## config.mk

```make
export PLATFORM = sky130hd
export DESIGN_NAME = pc_fetch_unit_flat
export DESIGN_NICKNAME = d
export VERILOG_FILES = /design/src/rtl/pc_fetch_unit_if.sv /design/src/rtl/pc_fetch_unit.sv /design/src/flat_wrapper.sv
export SDC_FILE = /design/constraint.sdc
export NUM_CORES = 1
export LEC_CHECK = 0
export ABC_AREA = 1
export BUFFER_PORTS_ARGS = -buffer_cell sky130_fd_sc_hd__buf_2
export CAP_MARGIN = 10
export CORE_MARGIN = 5
export CORE_UTILIZATION = 30
export CTS_CLUSTER_DIAMETER = 40
export DETAILED_ROUTE_END_ITERATION = 8
export PLACE_DENSITY = 0.46
export RECOVER_POWER = 50
export SLEW_MARGIN = 20
export SYNTH_ARGS = -nofsm -noshare
export SYNTH_HDL_FRONTEND = slang
export SYNTH_SLANG_ARGS = --single-unit
```

## constraint.sdc

```tcl
create_clock -name clk -period 4.78 [get_ports clk]
set_clock_uncertainty 0.15 [all_clocks]
set_input_delay 0.239 -clock clk [delete_from_list [all_inputs] [get_ports clk]]
set_output_delay 0.239 -clock clk [all_outputs]
set_load 0.005 [all_outputs]
```

## src/rtl/pc_fetch_unit_if.sv

```systemverilog
// Fetch-unit bus: control inputs, fetched word, register operands and the
// PC / status outputs. Optional counters exist under PC_FETCH_PERF_COUNT_EN.
interface pc_fetch_unit_if;
    logic        start;
    logic        stall;
    logic [31:0] instruction;
    logic [31:0] rs_val;
    logic [31:0] rt_val;
    logic [31:0] pc;
    logic        pc_valid;
    logic        branch_taken;
    logic        halted;
    logic        fault;
`ifdef PC_FETCH_PERF_COUNT_EN
    logic [31:0] retired_count;
    logic [31:0] taken_count;
`endif

    modport master (
        output start, stall, instruction, rs_val, rt_val,
        input  pc, pc_valid, branch_taken, halted, fault
`ifdef PC_FETCH_PERF_COUNT_EN
        , input retired_count, taken_count
`endif
    );

    modport slave (
        input  start, stall, instruction, rs_val, rt_val,
        output pc, pc_valid, branch_taken, halted, fault
`ifdef PC_FETCH_PERF_COUNT_EN
        , output retired_count, taken_count
`endif
    );
endinterface

```

## src/rtl/pc_fetch_unit.sv

```systemverilog
// Program counter / next-PC stage: sequential, beq/bne and j flow, with
// start, stall, halt and sticky out-of-range fetch fault.
// Optional retired/taken counters: define PC_FETCH_PERF_COUNT_EN.
module pc_fetch_unit #(
    parameter logic [31:0] RESET_PC  = 32'h0000_0000,
    parameter int unsigned MEM_BYTES = 1024,
    parameter logic [31:0] HALT_WORD = 32'hFFFF_FFFF
) (
    input logic            clk,
    input logic            rst_n,
    pc_fetch_unit_if.slave bus
);

    typedef enum logic [1:0] {IDLE, RUN, HALT} state_t;

    localparam logic [5:0] OP_BEQ = 6'b000100;
    localparam logic [5:0] OP_BNE = 6'b000101;
    localparam logic [5:0] OP_J   = 6'b000010;

    state_t      state_q, state_d;
    logic [31:0] pc_q, pc_d;
    logic        bt_q, bt_d;
    logic        fault_q, fault_d;
    logic [5:0]  opcode;
    logic [31:0] pc_plus4;
    logic [31:0] br_target;
    logic [31:0] j_target;
    logic [31:0] next_pc;
    logic        taken;
    logic        consume;
    logic        start_acc;
    logic        is_halt;

    // Decode the presented instruction into a redirect decision and next PC
    always_comb begin
        opcode    = bus.instruction[31:26];
        is_halt   = (bus.instruction == HALT_WORD);
        pc_plus4  = pc_q + 32'd4;
        br_target = pc_plus4 + {{14{bus.instruction[15]}}, bus.instruction[15:0], 2'b00};
        j_target  = {pc_plus4[31:28], bus.instruction[25:0], 2'b00};
        taken     = 1'b0;
        next_pc   = pc_plus4;
        case (opcode)
            OP_BEQ: if (bus.rs_val == bus.rt_val) begin
                taken   = 1'b1;
                next_pc = br_target;
            end
            OP_BNE: if (bus.rs_val != bus.rt_val) begin
                taken   = 1'b1;
                next_pc = br_target;
            end
            OP_J: begin
                taken   = 1'b1;
                next_pc = j_target;
            end
            default: ;
        endcase
    end

    // Next-state, next-PC and status for the IDLE/RUN/HALT flow
    always_comb begin
        state_d   = state_q;
        pc_d      = pc_q;
        bt_d      = 1'b0;
        fault_d   = fault_q;
        consume   = 1'b0;
        start_acc = 1'b0;
        case (state_q)
            IDLE, HALT: begin
                if (bus.start) begin
                    state_d   = RUN;
                    pc_d      = RESET_PC;
                    start_acc = 1'b1;
                end
            end
            RUN: begin
                if (!bus.stall) begin
                    consume = 1'b1;
                    if (is_halt) begin
                        state_d = HALT;
                    end else begin
                        bt_d = taken;
                        if (next_pc >= 32'(MEM_BYTES)) begin
                            fault_d = 1'b1;
                            state_d = HALT;
                        end else begin
                            pc_d = next_pc;
                        end
                    end
                end
            end
            default: state_d = IDLE;
        endcase
    end

    // State, PC and status registers
    always_ff @(posedge clk or negedge rst_n) begin
        if (!rst_n) begin
            state_q <= IDLE;
            pc_q    <= RESET_PC;
            bt_q    <= 1'b0;
            fault_q <= 1'b0;
        end else begin
            state_q <= state_d;
            pc_q    <= pc_d;
            bt_q    <= bt_d;
            fault_q <= fault_d;
        end
    end

    assign bus.pc           = pc_q;
    assign bus.pc_valid     = consume;
    assign bus.branch_taken = bt_q;
    assign bus.halted       = (state_q == HALT);
    assign bus.fault        = fault_q;

`ifdef PC_FETCH_PERF_COUNT_EN
    logic [31:0] retired_q;
    logic [31:0] taken_cnt_q;

    // Saturating retired/taken counters, cleared on reset and accepted start
    always_ff @(posedge clk or negedge rst_n) begin
        if (!rst_n) begin
            retired_q   <= '0;
            taken_cnt_q <= '0;
        end else if (start_acc) begin
            retired_q   <= '0;
            taken_cnt_q <= '0;
        end else begin
            if (consume && retired_q != '1)
                retired_q <= retired_q + 32'd1;
            if (consume && !is_halt && taken && taken_cnt_q != '1)
                taken_cnt_q <= taken_cnt_q + 32'd1;
        end
    end

    assign bus.retired_count = retired_q;
    assign bus.taken_count   = taken_cnt_q;
`endif

endmodule
```

## src/flat_wrapper.sv

```systemverilog
// flat-port wrapper written by rule: the top's interface ports become plain ports
module pc_fetch_unit_flat 
#(
    parameter logic [31:0] RESET_PC  = 32'h0000_0000,
    parameter int unsigned MEM_BYTES = 1024,
    parameter logic [31:0] HALT_WORD = 32'hFFFF_FFFF
)
  (clk, rst_n, bus_start, bus_stall, bus_instruction, bus_rs_val, bus_rt_val, bus_pc, bus_pc_valid, bus_branch_taken, bus_halted, bus_fault);
  pc_fetch_unit_if bus_i ();
  input logic clk;
  input logic rst_n;
  input wire logic [$bits(bus_i.start)-1:0] bus_start;
  input wire logic [$bits(bus_i.stall)-1:0] bus_stall;
  input wire logic [$bits(bus_i.instruction)-1:0] bus_instruction;
  input wire logic [$bits(bus_i.rs_val)-1:0] bus_rs_val;
  input wire logic [$bits(bus_i.rt_val)-1:0] bus_rt_val;
  output wire logic [$bits(bus_i.pc)-1:0] bus_pc;
  output wire logic [$bits(bus_i.pc_valid)-1:0] bus_pc_valid;
  output wire logic [$bits(bus_i.branch_taken)-1:0] bus_branch_taken;
  output wire logic [$bits(bus_i.halted)-1:0] bus_halted;
  output wire logic [$bits(bus_i.fault)-1:0] bus_fault;
  assign bus_i.start = bus_start;
  assign bus_i.stall = bus_stall;
  assign bus_i.instruction = bus_instruction;
  assign bus_i.rs_val = bus_rs_val;
  assign bus_i.rt_val = bus_rt_val;
  assign bus_pc = bus_i.pc;
  assign bus_pc_valid = bus_i.pc_valid;
  assign bus_branch_taken = bus_i.branch_taken;
  assign bus_halted = bus_i.halted;
  assign bus_fault = bus_i.fault;
  pc_fetch_unit #(.RESET_PC(RESET_PC), .MEM_BYTES(MEM_BYTES), .HALT_WORD(HALT_WORD)) u_core (.clk(clk), .rst_n(rst_n), .bus(bus_i));
endmodule
```

==> flow_summary_export.csv <==
group,metric,value,unit
logic_synthesis,ys_types,41,
setup_path,crit_start,"u_core.bus.pc[3]",
logic_synthesis,syn_nets,1136,
logic_synthesis,synth-edff-count,0,
logic_synthesis,synth_flop_cell,"dfrtp_1",
grt,antenna_found_initial,1,
clock_tree,clkLatencyLatePin,0.28,ns
sta,finalSetupTns,0,ns
clock_tree,htreeDepth,2,
cells_and_area,n_fill_cell,2162,
setup_path,start_kind,"flop",
cells_and_area,finalNetCount,1279,
setup_path,crit_fanout,16,
placement,port_buffers,135,
clock_tree,cts-root-buf,"clkbuf_16",
min_path,holdCritStartpoint,"bus_stall",
power,power_density,180,mW/mm²
setup_path,path_delay_family,"simple AND/OR/NAND/NOR gates",
logic_synthesis,syn_area,0.00567,mm²
logic_synthesis,ys_async_sr_fraction,1.00,
floorplanning,die_x,147,µm
cells_and_area,drive_above_1_share,0.148,
drt,drt_wl_total,21700,µm
sta,rsz0062_at_grt,"false",
sta,relSlewSlack,-0.314,
placement,post-dp-hpwl,18800,µm
flow_run,maxCapViolations,1,
grt,grt_overflow,0,
setup_path,cp_common_cell,"nand2_1",
floorplanning,coreArea,0.0186,mm²
cells_and_area,syn_to_final_growth,21.2,%
power,p_leak,3.75,nW
sta,max_freq,228,MHz
drt,ant_nets,0,
power,finalPower,1.24,mW
clock_tree,clock-sinks,36,
logic_synthesis,ys_top_cells_by_area,"nand2_1 26%, dfrtp_1 16%, inv_1 9.0%",
setup_path,worstSetupEndpointType,"flop",
setup_path,cp_slowest_cell,"dfrtp_1",
drt,first_iter_violations,364,
grt,grt_pass1_wl,33700,µm
grt,grt_max_degree,37,
logic_synthesis,yosys_warnings,0,
run_status,violations,"capacitance limit, slew limit",
sta,finalHoldViolCount,0,
logic_synthesis,yosysSeqAreaShare,0.159,
clock_tree,clk_path_buf_depth,2,
logic_synthesis,synthCells,1001,
setup_path,path_buf_inv,4,
logic_synthesis,yosysMostFrequentCell,"nand2_1",
floorplanning,core.rowCount,50,
drt,detail_route.wl_per_cell,15.7,µm
logic_synthesis,yosysTopAreaCell,"nand2_1",
floorplanning,ios,136,
sta,slew_violations,37,
run_status,status,"complete, but fails checks",
logic_synthesis,synth_seq_cells,36,
grt,grt_pass1_vias,6318,
drt,drc_errors,0,
clock_tree,cts_tree,"done",
floorplanning,dieArea,0.0217,mm²
floorplanning,start_util,0.304,
logic_synthesis,synth_commonest_cells,"390 x nand2_1, 136 x inv_1, 113 x nor2_1",
power,vdd_drop_max,208,µV
sta,setup_violations,0,
setup_path,reg2reg_from,"u_core.bus.pc[3]",
min_path,hp-class,"input port to flop",
drt,drt_pass1_iterations,5,
grt,grtUsageTotal,0.195,
logic_synthesis,synth_area_per_cell,5.66,µm²
drt,vias_per_cell,4.75,
cells_and_area,seq_area,902,µm²
clock_tree,post_cts_buffers,0,
setup_path,required,4.74,ns
cells_and_area,multi_input_area,0.00424,mm²
drt,via_count,6556,
clock_tree,cts_buffers,5,
sta,hold_ws,0.0310,ns
clock_tree,path_clk_slew,0.06,ns
sta,min_period,4.39,ns
setup_path,worstSetupPathType,"flop to flop",
logic_synthesis,synth_top_area_share,0.258,
floorplanning,die_y,147,µm
setup_path,cp.arrival,4.35,ns
setup_path,critPathMaxStageDelay,0.41,ns
sta,worstMarginPinSlew,1.97,ns
sta,fin_crit_sh,0.918,
placement,place_congestion,0.909,
worst reg2reg max path, stage by stage, from the launching register on:
cell      delay [ns]
dfrtp_1         0.41
ha_1            0.22
nand3_2         0.15
nor2_2          0.15
inv_1           0.07
o21ai_1         0.24
inv_1           0.11
ha_1            0.34
nand2_1         0.14
inv_1           0.05
a21oi_1         0.24
nand3_1         0.25
nand2_1         0.11
nand2_1         0.09
or2_2           0.28
nand3_1         0.08
nand2_1         0.05
nor2_1          0.09
nand2_1         0.07
nor2_1          0.11
nand2_1         0.09
nor2_4          0.16
nand3_2         0.12
nand2_4         0.10
buf_4           0.20
a21boi_0        0.12
worst paths after layout:
check,cells after the start,slack [ns],end
max,25,0.39,u_core.bus.pc[24]
max in group asynchronous,2,2.30,u_core.bus.pc[9]
min in group asynchronous,2,0.90,u_core.bus.pc[30]
min reg2reg,1,0.31,u_core.bus.fault
min,2,0.03,u_core.bus.branch_taken
max reg2reg,25,0.39,u_core.bus.pc[24]
cell usage in the layout, fill, tap and decap left out, types with 3 or more instances in the layout:
| cell | instances |
|---|---|
| nand3b_1 | 5 |
| nor2_1 | 109 |
| nor3_2 | 3 |
| clkbuf_16 | 5 |
| o21bai_1 | 7 |
| nand3_1 | 69 |
| xor2_2 | 6 |
| inv_2 | 4 |
| o211ai_1 | 8 |
| nor4_1 | 4 |
| ha_1 | 34 |
| xnor2_1 | 33 |
| nor2_4 | 4 |
| xor2_1 | 17 |
| buf_4 | 10 |
| clkbuf_1 | 24 |
| dfrtp_1 | 35 |
| nand2_2 | 6 |
| nor3_1 | 10 |
| nand4_1 | 20 |
| nor2_2 | 7 |
| a21boi_0 | 7 |
| o21ai_0 | 3 |
| nand2_1 | 389 |
| a21oi_1 | 45 |
| o31ai_1 | 3 |
| o221ai_1 | 4 |
| buf_2 | 111 |
| inv_1 | 136 |
per-layer routing:
metal,share of wire,track usage
met5,0,0
met4,0.022,0.0536
met3,0.038,0.00981
met2,0.45,0.315
met1,0.49,0.284
registers in the layout (all words and copies together) (netlist names):
signal and count:
u_core.bus.fault 1, u_core.bus.pc 32, u_core.bus.branch_taken 1, u_core.state_q 2
kinds of logic after synthesis:
group / Yosys count / synth area share
XOR/XNOR: 56 / 0.0879
AND/OR/NAND/NOR: 638 / 0.480
buffers and inverters: 151 / 0.105
adder cells (fa/ha/maj): 35 / 0.0786
AO/OA/AOI/OAI: 85 / 0.0899
flip-flops: 36 / 0.159
power by group:
| part | total (mW) | internal (mW) | switching [mW] |
|---|---|---|---|
| clock network | 0.362 | 0.245 | 0.117 |
| logic | 0.535 | 0.183 | 0.352 |
| registers | 0.339 | 0.323 | 0.0162 |
| total | 1.24 | 0.751 | 0.485 |
cell type report:
type                    count  share of cell area
flip-flops and latches     36               0.131
clock inverters             2             0.00510
multi-input cells         814               0.617
well taps                 234              0.0426
clock buffers               6              0.0188
inverters                 140              0.0765
diodes                      1            0.000364
repair buffers            147               0.108
repair_timing:
action                     in CTS  in global routing
hold endpoints to repair       37                  0
hold buffers                    2                  0
resized for setup               0                 18
setup endpoints to repair       0                 28
metrics by stage:
step / instances / setup WS, ns / cell area, µm² / utilization
floorplan: 1001 / 1.15 / 5670 / -
global placement: 1369 / 0.340 / 6640 / 0.356
global route: 1380 / 0.00725 / 6870 / 0.368
detailed placement: 1369 / 0.307 / 6640 / 0.356
CTS: 1379 / 0.269 / 6820 / 0.366
finish: 1380 / 0.392 / 6870 / 0.368
No activity file was read; power rests on OpenSTA's default activity.
